## src/rtl/set_pkg.sv

```systemverilog
// Shared definitions for the SET engine host: mode/error encodings, FSM states, operand field layout.
package set_pkg;

  localparam int COORD_W   = 4;
  localparam int RAD_W     = 4;
  localparam int CENTRAL_W = 24;
  localparam int RADIUS_W  = 12;
  localparam int MODE_W    = 2;
  localparam int COUNT_W   = 8;
  localparam int JOB_W     = CENTRAL_W + RADIUS_W + MODE_W;

  // central = {x1, y1, x2, y2, 8'h00}; radius = {r1, r2, 4'h0}
  localparam int X1_LSB = 20;
  localparam int Y1_LSB = 16;
  localparam int X2_LSB = 12;
  localparam int Y2_LSB = 8;
  localparam int R1_LSB = 8;
  localparam int R2_LSB = 4;

  typedef enum logic [1:0] {
    MODE_A       = 2'd0,
    MODE_AND     = 2'd1,
    MODE_XOR     = 2'd2,
    MODE_ILLEGAL = 2'd3
  } mode_e;

  typedef enum logic [1:0] {
    ERR_OK      = 2'd0,
    ERR_MODE    = 2'd1,
    ERR_TIMEOUT = 2'd2
  } err_e;

  typedef enum logic [1:0] {
    ST_IDLE   = 2'd0,
    ST_ISSUE  = 2'd1,
    ST_RUN    = 2'd2,
    ST_RESULT = 2'd3
  } state_e;

  typedef struct packed {
    logic [CENTRAL_W-1:0] central;
    logic [RADIUS_W-1:0]  radius;
    logic [MODE_W-1:0]    mode;
  } job_t;

endpackage

```

## src/rtl/set_host_fifo.sv

```systemverilog
// Synchronous FIFO holding queued jobs; push is ignored when full, pop is ignored when empty.
module set_host_fifo #(
  parameter int DEPTH = 4,
  parameter int WIDTH = 38
) (
  input  logic             clk,
  input  logic             rst,
  input  logic             push,
  input  logic [WIDTH-1:0] push_data,
  input  logic             pop,
  output logic [WIDTH-1:0] pop_data,
  output logic             full,
  output logic             empty
);

  localparam int AW = $clog2(DEPTH);

  logic [WIDTH-1:0] mem [DEPTH];
  logic [AW-1:0]    wr_ptr;
  logic [AW-1:0]    rd_ptr;
  logic [AW:0]      count;
  logic             do_push;
  logic             do_pop;

  assign full     = (count == (AW+1)'(DEPTH));
  assign empty    = (count == '0);
  assign do_push  = push && !full;
  assign do_pop   = pop && !empty;
  assign pop_data = mem[rd_ptr];

  always_ff @(posedge clk) begin
    if (rst) begin
      wr_ptr <= '0;
      rd_ptr <= '0;
      count  <= '0;
    end else begin
      if (do_push) wr_ptr <= wr_ptr + AW'(1);
      if (do_pop)  rd_ptr <= rd_ptr + AW'(1);
      count <= count + (AW+1)'(do_push) - (AW+1)'(do_pop);
    end
  end

  // Storage needs no reset: only entries below count are ever read.
  always_ff @(posedge clk) begin
    if (do_push) mem[wr_ptr] <= push_data;
  end

endmodule

```

## src/rtl/set_host.sv

```systemverilog
// Host for the SET engine: queues jobs, issues them one at a time, returns count/error results.
// Optional macro SET_HOST_TIMEOUT_EN aborts a job when the engine stays silent for TIMEOUT cycles.
module set_host
  import set_pkg::*;
#(
  parameter int DEPTH   = 4,
  parameter int TIMEOUT = 128
) (
  input  logic                 clk,
  input  logic                 rst,
  input  logic                 req_valid,
  output logic                 req_ready,
  input  logic [CENTRAL_W-1:0] req_central,
  input  logic [RADIUS_W-1:0]  req_radius,
  input  logic [MODE_W-1:0]    req_mode,
  output logic                 en,
  output logic [CENTRAL_W-1:0] central,
  output logic [RADIUS_W-1:0]  radius,
  output logic [MODE_W-1:0]    mode,
  input  logic                 busy,
  input  logic                 valid,
  input  logic [COUNT_W-1:0]   candidate,
  output logic                 res_valid,
  input  logic                 res_ready,
  output logic [COUNT_W-1:0]   res_count,
  output logic [1:0]           res_err,
  output logic [15:0]          jobs_done
);

  if ((DEPTH < 2) || (DEPTH > 16) || ((DEPTH & (DEPTH - 1)) != 0)) begin : g_bad_depth
    $error("set_host: DEPTH must be a power of two in 2..16");
  end
  if (TIMEOUT < 2) begin : g_bad_timeout
    $error("set_host: TIMEOUT must be at least 2");
  end

  state_e state;
  state_e next_state;
  job_t   in_job;
  job_t   head;
  logic   fifo_full;
  logic   fifo_empty;
  logic   pop;
  logic   timed_out;
  logic   unused_busy;

  assign unused_busy = busy;
  assign in_job      = '{central: req_central, radius: req_radius, mode: req_mode};
  assign req_ready   = !fifo_full;
  assign res_valid   = (state == ST_RESULT);

  set_host_fifo #(
    .DEPTH (DEPTH),
    .WIDTH (JOB_W)
  ) u_fifo (
    .clk       (clk),
    .rst       (rst),
    .push      (req_valid && req_ready),
    .push_data (in_job),
    .pop       (pop),
    .pop_data  (head),
    .full      (fifo_full),
    .empty     (fifo_empty)
  );

`ifdef SET_HOST_TIMEOUT_EN
  localparam int TW = $clog2(TIMEOUT + 1);
  logic [TW-1:0] tcnt;

  // tcnt equals the number of cycles elapsed since the en cycle.
  assign timed_out = (state == ST_RUN) && !valid && (tcnt == TW'(TIMEOUT - 1));

  always_ff @(posedge clk) begin
    if (rst) begin
      tcnt <= '0;
    end else if (state == ST_ISSUE) begin
      tcnt <= TW'(1);
    end else if (state == ST_RUN) begin
      tcnt <= tcnt + TW'(1);
    end
  end
`else
  assign timed_out = 1'b0;
`endif

  always_ff @(posedge clk) begin
    if (rst) state <= ST_IDLE;
    else     state <= next_state;
  end

  always_comb begin
    next_state = state;
    pop        = 1'b0;
    en         = 1'b0;
    case (state)
      ST_IDLE: begin
        if (!fifo_empty && !res_valid) begin
          pop        = 1'b1;
          next_state = ST_ISSUE;
        end
      end
      ST_ISSUE: begin
        if (mode == MODE_ILLEGAL) begin
          next_state = ST_RESULT;
        end else begin
          en         = 1'b1;
          next_state = ST_RUN;
        end
      end
      ST_RUN: begin
        if (valid || timed_out) next_state = ST_RESULT;
      end
      ST_RESULT: begin
        if (res_ready) next_state = ST_IDLE;
      end
      default: next_state = ST_IDLE;
    endcase
  end

  // Operands change only on pop, so they stay stable from en until the engine answers.
  always_ff @(posedge clk) begin
    if (rst) begin
      central   <= '0;
      radius    <= '0;
      mode      <= '0;
      res_count <= '0;
      res_err   <= ERR_OK;
      jobs_done <= '0;
    end else begin
      if (pop) begin
        central <= head.central;
        radius  <= head.radius;
        mode    <= head.mode;
      end
      if ((state == ST_ISSUE) && (mode == MODE_ILLEGAL)) begin
        res_count <= '0;
        res_err   <= ERR_MODE;
      end else if ((state == ST_RUN) && valid) begin
        res_count <= candidate;
        res_err   <= ERR_OK;
      end else if (timed_out) begin
        res_count <= '0;
        res_err   <= ERR_TIMEOUT;
      end
      if ((state == ST_RESULT) && res_ready) jobs_done <= jobs_done + 16'd1;
    end
  end

endmodule

```

## config.mk

```make
export PLATFORM = sky130hd
export DESIGN_NAME = set_host
export DESIGN_NICKNAME = d
export VERILOG_FILES = /design/src/rtl/set_pkg.sv /design/src/rtl/set_host_fifo.sv /design/src/rtl/set_host.sv
export SDC_FILE = /design/constraint.sdc
export NUM_CORES = 1
export LEC_CHECK = 0
export ABC_CLOCK_PERIOD_IN_PS = 3100
export CORE_MARGIN = 2
export CORE_UTILIZATION = 50
export DETAILED_ROUTE_END_ITERATION = 8
export GPL_TIMING_DRIVEN = 1
export PLACE_DENSITY_LB_ADDON = 0.1
export SYNTH_ARGS = -nofsm -noshare
export SYNTH_HDL_FRONTEND = slang
export SYNTH_HIERARCHICAL = 1
export SYNTH_SLANG_ARGS = --single-unit
```

## constraint.sdc

```tcl
create_clock -name clk -period 3.1 [get_ports clk]
set_input_delay 0.31 -clock clk [delete_from_list [all_inputs] [get_ports clk]]
set_output_delay 0.31 -clock clk [all_outputs]
set_load 0.005 [all_outputs]
```

==> flow_summary.json, run 1 <==
{
  "worst_path_largest_cell_delay_ns": 0.42,
  "post-route-min-period_ns": 2.61,
  "number_of_buffers_inserted_for_hold_repair_after_clock_tree_synthesis": 0,
  "post_synth_inst_count": 564,
  "synth-seq-cells": 226,
  "htreeDepth": 1,
  "final_layout_size_suffix_gt1_frac": 0.156,
  "syn-mean-instance-area_sq_um": 15.3,
  "synthArstFlopShare": 0,
  "worstPathRequired_ns": 3.46,
  "finalNetCount": 760,
  "fin_crit_sh": 0.843,
  "drc": 0,
  "worst_slew_pin_slew_ns": 0.762,
  "longest_clk_path_bufs": 3,
  "fin_worst_skew_ns": 0.00808,
  "place.port_buffers": 116,
  "worstPathCellList": "ha_1 > nor2_1 > nand2_2 > inv_2 > o31ai_1 > inv_1 > ha_1 > inv_1 > ha_1 > fa_1 > xnor2_1 > xnor2_1 > nor2_1",
  "cp_common_cell": "sky130_fd_sc_hd__ha_1",
  "cts_tree": "built",
  "seq_power_share": 0.440,
  "arrival_ns": 2.97,
  "place_congestion": 0.718,
  "groute.usage.overall": 0.188,
  "gr-total-overflow": 0,
  "max_freq_ghz": 0.382,
  "final_instance_area_sq_um": 10800,
  "worst_skew_pair_later_pin_latency_ns": 0.50,
  "final_core_utilization": 0.646,
  "drv_slew": 0,
  "synthFlopType": "sky130_fd_sc_hd__edfxtp_1",
  "worst_setup_hold_path_clk_slew_ns": 0.06,
  "dr_total_vias": 4917,
  "critical-path-top-delay-family": "adder cells",
  "maximum_fanout_encountered_on_the_critical_timing_path": 8,
  "grt_first_pass_wirelength_um": 26700,
  "rsz_0062_raised_after_global_routing": "false",
  "cts_inserted_buffers": 24,
  "drt_first_pass_iters": 4,
  "power_switching_share": 0.278,
  "outcome": "finished clean",
  "antennaDiodeCount": 0,
  "cap_viol_max_count": 0,
  "drt_wl_total_um": 16600,
  "timing.final.hold_violations": 0,
  "yosys.cell_types.count": 42,
  "critical_path_buf_inv_count": 3,
  "post_cts.repair.setup_buffers": 0,
  "row_cnt": 47,
  "critical-path-slowest-cell": "sky130_fd_sc_hd__dfxtp_1",
  "drt-wirelength-per-cell_um": 17.9,
  "vias_in_the_first_global_route": 5164,
  "finalSetupViolations": 0,
  "cellLeakagePower_nw": 3.62,
  "power.net_switching_mw": 2.53,
  "start_util": 0.515,
  "syn2layout_area_growth_pct": 25.4,
  "worst_slew_margin_rel": 0.492,
  "power_report.internal_total_mw": 6.58,
  "setup-tns-final_ns": 0,
  "power.density_cell_area_nw_per_um2": 844,
  "clock_tree.root_cell": "sky130_fd_sc_hd__clkbuf_16",
  "place_hpwl_um": 10400,
  "drt-initial-drc-count": 267,
  "antenna_violating_nets_post_route": 0,
  "synth_seq_area_share": 0.702,
  "antenna_found_initial": 0,
  "tritoncts_num_sinks": 226,
  "endpoint_kind": "flip-flop",
  "grt_start_max_net_pins": 40,
  "hold_path.class": "primary input to flip-flop",
  "clkPwrFrac": 0.304,
  "setup_ws_ns": 0.486,
  "num_io_pins": 119,
  "setup.worst_path.class": "flip-flop to flip-flop",
  "synth_top_cell_area_share": 0.530,
  "synth_enable_flop_cells": 152,
  "chipHeight_um": 135,
  "post_cts_resize_count": 0,
  "dp_slack_ns": 0.504,
  "synth_area_leaders": "sky130_fd_sc_hd__edfxtp_1 53%, sky130_fd_sc_hd__dfxtp_1 17%, sky130_fd_sc_hd__mux4_2 9.9%, sky130_fd_sc_hd__nand2_1 4.1%, sky130_fd_sc_hd__a21oi_1 3.1%",
  "syn_warnings": 6,
  "synth_fp_nets": 630,
  "synth_area_sq_um": 8610,
  "power.combinational.fraction": 0.256,
  "num-fill-cells": 1254,
  "total_power_mw": 9.11,
  "via_to_cell_ratio": 5.28,
  "floorplan.die.width_um": 135,
  "irDropWorstVdd_mv": 0.538,
  "dpl_cell_area_sq_um": 10000,
  "fp.dieArea_sq_um": 18300,
  "fp.coreArea_sq_um": 16700,
  "critical_path.startpoint_type": "flip-flop",
  "post-synth-top-area-cell": "sky130_fd_sc_hd__edfxtp_1"
}
-- layout by cell type, fill, tap and decap left out, types with 2 or more instances in the layout --
cell type / synthesis / routed
sky130_fd_sc_hd__a21oi_1: 53 / 53
sky130_fd_sc_hd__and2_2: 0 / 4
sky130_fd_sc_hd__buf_12: 2 / 3
sky130_fd_sc_hd__buf_4: 6 / 13
sky130_fd_sc_hd__bufinv_16: 0 / 2
sky130_fd_sc_hd__clkbuf_1: 9 / 8
sky130_fd_sc_hd__clkbuf_16: 0 / 25
sky130_fd_sc_hd__clkdlybuf4s50_1: 0 / 115
sky130_fd_sc_hd__clkinv_2: 0 / 6
sky130_fd_sc_hd__dfxtp_1: 74 / 72
sky130_fd_sc_hd__dfxtp_2: 0 / 2
sky130_fd_sc_hd__edfxtp_1: 152 / 152
sky130_fd_sc_hd__ha_1: 13 / 13
sky130_fd_sc_hd__inv_1: 16 / 16
sky130_fd_sc_hd__mux2i_1: 2 / 2
sky130_fd_sc_hd__mux4_2: 38 / 38
sky130_fd_sc_hd__nand2_1: 93 / 92
sky130_fd_sc_hd__nand2b_1: 2 / 2
sky130_fd_sc_hd__nand3_1: 10 / 10
sky130_fd_sc_hd__nand4_1: 3 / 3
sky130_fd_sc_hd__nand4_2: 2 / 2
sky130_fd_sc_hd__nor2_1: 21 / 21
sky130_fd_sc_hd__nor2b_1: 4 / 4
sky130_fd_sc_hd__nor3_1: 5 / 5
sky130_fd_sc_hd__nor4_2: 4 / 4
sky130_fd_sc_hd__o21ai_0: 4 / 4
sky130_fd_sc_hd__o31ai_1: 2 / 2
sky130_fd_sc_hd__or3_1: 5 / 5
sky130_fd_sc_hd__xnor2_1: 10 / 10
sky130_fd_sc_hd__xor2_1: 5 / 5
-- path summary, 6_finish.rpt --
kind                             startpoint              end  slack (ns)  cells after the start
worst max-delay path               state[0]  u_fifo/count[2]        0.49                     13
worst min-delay path                    rst    jobs_done[14]        0.37                      2
worst max register to register     state[0]  u_fifo/count[2]        0.49                     13
worst min register to register  central[22]      central[22]        0.45                      2
-- sequential cells by signal (all words and copies together), names as in the netlist, named ones only --
register	count
central	24
jobs_done	16
mode	2
radius	12
res_count	8
res_err	1
state	2
u_fifo/count	3
u_fifo/mem	152
u_fifo/rd_ptr	2
u_fifo/wr_ptr	2
-- per-stage QoR --
stage	hold slack (ns)	std cells
after floorplan	0.409	564
after global placement	0.442	888
final	0.372	932
after global routing	0.364	932
after detailed placement	0.447	888
after CTS	0.353	932
-- kinds of logic after synthesis --
family,Yosys count,share of synthesized area
AOI/OAI and AO/OA,62,0.0374
adders and majority gates,14,0.0212
and+or+nand+nor,160,0.0913
other,1,0.000436
buffers and inverters,45,0.0289
DFF,226,0.702
muxes,41,0.103
xor gates and xnor gates,15,0.0153
-- layout make-up --
class / count / area (sq um) / share of cell area
clock buffer: 34 / 669 / 0.0620
clock inverter: 10 / 106 / 0.00985
inverter: 17 / 63.8 / 0.00591
multi-input combinational: 293 / 2320 / 0.215
sequential: 226 / 6050 / 0.560
tap: 220 / 275 / 0.0255
timing repair buffer: 132 / 1310 / 0.122
-- layer usage --
metal  track usage  vias up  part of all wire  wire [um]
li1              -     2329                 -          -
met1         0.245     2424              0.42       6940
met2         0.331      148              0.51       8470
met3        0.0378       16             0.063       1050
met4        0.0365        0             0.011        185
met5             0        -                 0          0
-- worst reg2reg max path: cells and delay by family (launching register included) --
kind	cells	cell delay (ns)
AOI/OAI and AO/OA	1	0.09
xor gates and xnor gates	2	0.34
adders and majority gates	4	1.23
buffers and inverters	3	0.16
DFF	1	0.42
and+or+nand+nor	3	0.23
-- Yosys cell counts (all sizes together), types with 6 or more instances --
library cell and instances:
inv 17, dfxtp 74, a21oi 53, xnor2 10, ha 13, nand2 93
mux4 38, nand4 6, nor2 21, edfxtp 152, clkbuf 9, buf 19
nand3 11
-- power by group through the flow --
stage,Combinational [mW],Sequential (mW),Clock (mW)
final,2.34,4.01,2.77
after global placement,2.34,4.05,0
after floorplan,1.54,3.98,0
after global routing,2.58,4.07,2.97
after detailed placement,2.37,4.08,0
after CTS,2.39,4.02,2.84
(Power assumes the default switching activity.)
==> inputs of run 2 (changes only) <==
--- a/config.mk
+++ b/config.mk
@@ -5,7 +5,7 @@
 export SDC_FILE = /design/constraint.sdc
 export NUM_CORES = 1
 export LEC_CHECK = 0
-export ABC_CLOCK_PERIOD_IN_PS = 3100
+export ABC_CLOCK_PERIOD_IN_PS = 2550
 export CORE_MARGIN = 2
 export CORE_UTILIZATION = 50
 export DETAILED_ROUTE_END_ITERATION = 8
==> constraint.sdc (replaced) <==
create_clock -name clk -period 2.55 [get_ports clk]
set_input_delay 0.255 -clock clk [delete_from_list [all_inputs] [get_ports clk]]
set_output_delay 0.255 -clock clk [all_outputs]
set_load 0.005 [all_outputs]
==> run 2 against run 1 <==
- sequential share of layout area hardly changed
- die area stayed put
- count of clock-buffer cells in the layout is 6 higher
- clock power is 17% higher
- core utilization hardly changed
- critical endpoint unchanged
- wire length is 2.5% lower
- non-clock buffer count is 2 lower
- fmax is 8.7% higher
==> flow_summary.json, run 2 (synthesis gave the netlist of run 1 again) <==
{
  "outcome": "finished clean",
  "fin_crit_sh": 0.944,
  "start_util": 0.515,
  "row_cnt": 47,
  "via_to_cell_ratio": 5.30,
  "place_congestion": 0.717,
  "chipHeight_um": 135,
  "finalSetupViolations": 0,
  "sequential_cell_area_in_the_final_layout_sq_um": 6050,
  "timing.final.hold_violations": 0,
  "power.density_cell_area_nw_per_um2": 1020,
  "syn2layout_area_growth_pct": 25.5,
  "floorplan.die.width_um": 135,
  "longest_clk_path_bufs": 3,
  "layout_top_registers": "u_fifo/mem: 152 flops, central: 24 flops, jobs_done: 16 flops",
  "flip_flop_count_of_the_largest_register_all_copies_and_words_added": 152,
  "drt_wl_total_um": 16200,
  "gr-total-overflow": 0,
  "worst_path_largest_cell_delay_ns": 0.38,
  "endpoint_kind": "flip-flop",
  "antenna_found_initial": 0,
  "worstPathCellList": "inv_1 > ha_1 > nand2_2 > inv_2 > o31ai_1 > inv_1 > ha_1 > inv_1 > ha_1 > fa_2 > xnor2_2 > xnor2_1 > nor2_1",
  "drt-wirelength-per-cell_um": 17.5,
  "place_hpwl_um": 9890,
  "antennaDiodeCount": 0,
  "hold_path.class": "primary input to flip-flop",
  "cts_tree": "built",
  "dr_total_vias": 4917,
  "rsz_0062_raised_after_global_routing": "false",
  "critical_path.startpoint_type": "flip-flop",
  "final_layout_size_suffix_gt1_frac": 0.160,
  "place.port_buffers": 116,
  "largest_register": "u_fifo/mem",
  "final_core_utilization": 0.647,
  "cap_viol_max_count": 0,
  "drt_first_pass_iters": 4,
  "gr-usage-met1": 0.243,
  "arrival_ns": 2.75,
  "grt_util_met2": 0.303,
  "tritoncts_num_sinks": 226,
  "worstPathRequired_ns": 2.90,
  "critical-path-slowest-cell": "sky130_fd_sc_hd__dfxtp_2",
  "cts_inserted_buffers": 23,
  "multi_input_comb_area_sq_um": 2340,
  "fp.dieArea_sq_um": 18300,
  "global_route.peak_usage_layer": "met2",
  "placed_cells_incl_taps": 886,
  "grt_start_max_net_pins": 43,
  "num_io_pins": 119,
  "max_freq_ghz": 0.416,
  "grt_first_pass_wirelength_um": 25800,
  "drv_slew": 0,
  "finalNetCount": 757,
  "worst_setup_hold_path_clk_slew_ns": 0.06,
  "worst_slew_margin_rel": 0.445,
  "post-route-min-period_ns": 2.41,
  "layout_commonest_cell": "sky130_fd_sc_hd__edfxtp_1",
  "num-fill-cells": 1235,
  "antenna_violating_nets_post_route": 0,
  "vias_in_the_first_global_route": 4972,
  "worst_slew_pin_slew_ns": 0.833,
  "global_route.usage.met3": 0.0363,
  "drt-initial-drc-count": 323,
  "clock_tree.root_cell": "sky130_fd_sc_hd__clkbuf_16",
  "setup.worst_path.class": "flip-flop to flip-flop",
  "maximum_fanout_encountered_on_the_critical_timing_path": 6,
  "post_cts.repair.setup_buffers": 0,
  "drc": 0,
  "fp.coreArea_sq_um": 16700,
  "cellLeakagePower_nw": 3.61,
  "irDropWorstVdd_mv": 0.801,
  "htreeDepth": 1,
  "final-instance-count-excl-fill": 928,
  "layout.cells.most_common_list": "152 x sky130_fd_sc_hd__edfxtp_1, 115 x sky130_fd_sc_hd__clkdlybuf4s50_1, 92 x sky130_fd_sc_hd__nand2_1",
  "hold-worst-slack_ns": 0.317,
  "groute.usage.overall": 0.179,
  "fin_worst_skew_ns": 0.0160,
  "worst_skew_pair_later_pin_latency_ns": 0.51
}
[run 2: changes by cell type in the layout (fill, tap and decap cells not counted), sizes merged]
cell / previous run / this run
clkbuf: 34 / 40
clkinv: 6 / 1
buf: 17 / 15
bufinv: 2 / 0
clkinvlp: 1 / 0
[run 2: critical path, delay by kind of cell (launching register included)]
| kind | cells | cell delay, ns |
|---|---|---|
| xor+xnor | 2 | 0.29 |
| buf+inv | 4 | 0.27 |
| fa+ha+maj | 4 | 1.08 |
| compound gates | 1 | 0.11 |
| flops | 1 | 0.38 |
| simple gates | 2 | 0.14 |
[run 2: layout make-up]
| class | instances | area share |
|---|---|---|
| well taps | 220 | 0.0255 |
| inverters | 17 | 0.00591 |
| repair buffers | 130 | 0.123 |
| clock buffers | 40 | 0.0678 |
| clock inverters | 2 | 0.00127 |
| multi-input cells | 293 | 0.216 |
| flip-flops and latches | 226 | 0.561 |
[run 2: per-layer routing]
metal / wire length [um] / part of all wire / vias up
li1: - / - / 2324
met1: 6920 / 0.43 / 2435
met4: 197 / 0.012 / 0
met5: 0 / 0 / -
met2: 8000 / 0.49 / 139
met3: 1110 / 0.069 / 19
[run 2: power by group]
part           leakage, nW  switching (mW)  total [mW]  internal [mW]
logic                 1.25            1.44        2.93           1.49
registers             1.99           0.320        4.86           4.54
clock network        0.368            1.30        3.24           1.94
total                 3.61            3.07        11.0           7.96
[run 2: worst paths after layout]
kind / cells past startpoint / endpoint / slack [ns] / start
min: 3 / res_count[3] / 0.32 / candidate[3]
max: 13 / u_fifo/count[2] / 0.14 / state[0]
max reg2reg: 13 / u_fifo/count[2] / 0.14 / state[0]
min reg2reg: 2 / central[18] / 0.45 / central[18]
[run 2: timing repair]
item                       4_1_cts  5_1_grt
setup endpoints to repair        0        1
resized for setup                0        5
hold buffers                     0        0
[run 2: through the flow]
stage	area, sq um	setup TNS, ns	setup slack, ns	power, mW
after global placement	10000	0	0.0965	7.80
after floorplan	8610	0	0.0450	6.71
final	10800	0	0.144	11.0
after detailed placement	10000	-0.00161	-0.00161	7.89
after CTS	10800	0	0.0317	11.2
after global routing	10800	0	0.00242	11.6
==> inputs of run 3 (changes only) <==
--- a/config.mk
+++ b/config.mk
@@ -9,6 +9,7 @@
 export CORE_MARGIN = 2
 export CORE_UTILIZATION = 50
 export DETAILED_ROUTE_END_ITERATION = 8
+export DONT_BUFFER_PORTS = 1
 export GPL_TIMING_DRIVEN = 1
 export PLACE_DENSITY_LB_ADDON = 0.1
 export SYNTH_ARGS = -nofsm -noshare
==> run 3 against run 2 <==
- sequential share of layout area up 3.1 points
- largest cell class unchanged
- largest power group unchanged
- critical path type unchanged
- clock power increased by 3%
- critical path depth stayed put
- wire length is 2.4% higher
- die area stayed put
- setup slack lost 0.039 ns
- highest routed layer unchanged
- core utilization down 3.4 points
- critical endpoint unchanged
- sequential power grew 1%
- hold slack worse by 0.29 ns
- via count decreased by 3.8%
- clock skew shrank 0.0026 ns
==> flow_summary.json, run 3 (synthesis gave the netlist of run 1 again) <==
{
  "critical_path_depth": 13,
  "setup_ws_ns": 0.105,
  "fin_crit_sh": 0.959,
  "hold_path_depth": 2,
  "critical-path-slowest-cell": "sky130_fd_sc_hd__fa_1",
  "worst_slew_pin_slew_ns": 0.597,
  "drt_wl_total_um": 16600,
  "drt_first_pass_iters": 7,
  "clkPwrFrac": 0.313,
  "antenna_violating_nets_post_route": 0,
  "timing.reg2reg.setup_slack_ns": 0.11,
  "worstPathCellList": "inv_1 > ha_1 > nand2_2 > inv_2 > o31ai_1 > inv_1 > ha_1 > inv_1 > ha_1 > fa_1 > xnor2_2 > xnor2_1 > nor2_1",
  "dp_slack_ns": 0.0826,
  "row_cnt": 47,
  "arrival_ns": 2.82,
  "worst_skew_pair_later_pin_latency_ns": 0.51,
  "critical_path.startpoint_type": "flip-flop",
  "drt-initial-drc-count": 293,
  "clock_tree.root_cell": "sky130_fd_sc_hd__clkbuf_16",
  "finalSetupViolations": 0,
  "grt_first_pass_wirelength_um": 26000,
  "drt-wirelength-per-cell_um": 19.0,
  "critical_path_buf_inv_count": 4,
  "final_core_utilization": 0.613,
  "gr-total-overflow": 0,
  "fin_worst_skew_ns": 0.0135,
  "chipHeight_um": 135,
  "drv_slew": 0,
  "global_route.peak_usage_layer": "met2",
  "endpoint_kind": "flip-flop",
  "antenna_found_initial": 1,
  "dr_total_vias": 4730,
  "fp.coreArea_sq_um": 16700,
  "fp.dieArea_sq_um": 18300,
  "drc": 0,
  "post-route-min-period_ns": 2.44,
  "worst_path_largest_cell_delay_ns": 0.43,
  "grt_util_met2": 0.316,
  "power.density_cell_area_nw_per_um2": 1040,
  "tritoncts_num_sinks": 226,
  "irDropWorstVdd_mv": 0.739,
  "global_route.usage.met3": 0.0434,
  "num-fill-cells": 1298,
  "setup.worst_path.class": "flip-flop to flip-flop",
  "setup-tns-final_ns": 0,
  "final_layout_size_suffix_gt1_frac": 0.179,
  "layout_commonest_cell": "sky130_fd_sc_hd__edfxtp_1",
  "cap_viol_max_count": 0,
  "post_cts.repair.setup_buffers": 0,
  "place.port_buffers": 0,
  "syn2layout_area_growth_pct": 18.9,
  "power.combinational.fraction": 0.224,
  "power_switching_share": 0.286,
  "total_power_mw": 10.7,
  "worst_slew_margin_rel": 0.602,
  "critical-path-top-delay-family": "adder cells",
  "place_congestion": 0.717,
  "timing.final.hold_violations": 0,
  "cts_tree": "built",
  "layout_top_registers": "u_fifo/mem: 152 flops, central: 24 flops, jobs_done: 16 flops",
  "r2r_cells": 13,
  "place_hpwl_um": 9820,
  "htreeDepth": 1,
  "grt_start_max_net_pins": 68,
  "hold_path.class": "primary input to flip-flop",
  "cts_inserted_buffers": 24,
  "maximum_fanout_encountered_on_the_critical_timing_path": 6,
  "seq_power_share": 0.463,
  "via_to_cell_ratio": 5.41,
  "power_report.internal_total_mw": 7.61,
  "flip_flop_count_of_the_largest_register_all_copies_and_words_added": 152,
  "groute.usage.overall": 0.185,
  "worst_setup_hold_path_clk_slew_ns": 0.06,
  "largest_register": "u_fifo/mem",
  "worstPathRequired_ns": 2.93,
  "cellLeakagePower_nw": 3.43,
  "final-instance-count-excl-fill": 875,
  "longest_clk_path_bufs": 3,
  "rsz_0062_raised_after_global_routing": "false",
  "placed_cells_incl_taps": 774,
  "gr-usage-met1": 0.239,
  "vias_in_the_first_global_route": 4870,
  "power.net_switching_mw": 3.05,
  "max_freq_ghz": 0.409,
  "num_io_pins": 119,
  "outcome": "finished clean",
  "layout.cells.most_common_list": "152 x sky130_fd_sc_hd__edfxtp_1, 92 x sky130_fd_sc_hd__nand2_1, 70 x sky130_fd_sc_hd__dfxtp_1",
  "floorplan.die.width_um": 135,
  "start_util": 0.515,
  "finalNetCount": 702
}
==> run 3: power by group through the flow <==
stage / clock network [mW] / logic (mW) / registers [mW]
after floorplan: 0 / 1.88 / 4.84
after global placement: 0 / 2.24 / 5.00
after detailed placement: 0 / 2.29 / 5.03
after CTS: 3.42 / 2.42 / 4.95
after global routing: 3.56 / 2.70 / 5.02
final: 3.33 / 2.39 / 4.93
==> run 3: worst paths after layout <==
kind,start,endpoint
min reg2reg,radius[10],radius[10]
max reg2reg,state[0],u_fifo/count[2]
min,rst,res_count[1]
max,state[0],u_fifo/count[2]
==> run 3: stage by stage <==
stage | hold slack, ns | area (sq um)
2_1_floorplan | 0.354 | 8610
3_3_place_gp | 0.331 | 8860
3_5_place_dp | 0.333 | 8860
4_1_cts | 0.00107 | 10200
5_1_grt | 0.0415 | 10200
6_report | 0.0306 | 10200
==> run 3: layout make-up <==
class                   instances  area (sq um)  share of cell area
diodes                          1          2.50            0.000245
clock buffers                  38           746              0.0729
clock inverters                 6          30.0             0.00294
inverters                      17          63.8             0.00624
multi-input cells             293          2330               0.228
flip-flops and latches        226          6050               0.592
well taps                     220           275              0.0269
repair buffers                 74           726              0.0709
==> run 3: what timing repair did <==
item,CTS,global route
hold endpoints to repair,226,0
resized for setup,0,4
endpoints found under the setup margin,0,1
hold buffers,56,0
==> run 3: routing by layer <==
| layer | part of all wire | wire length, um | up-vias |
|---|---|---|---|
| met1 | 0.42 | 7030 | 2345 |
| met3 | 0.067 | 1110 | 25 |
| met4 | 0.020 | 340 | 0 |
| li1 | - | - | 2216 |
| met5 | 0 | 0 | - |
| met2 | 0.49 | 8140 | 144 |
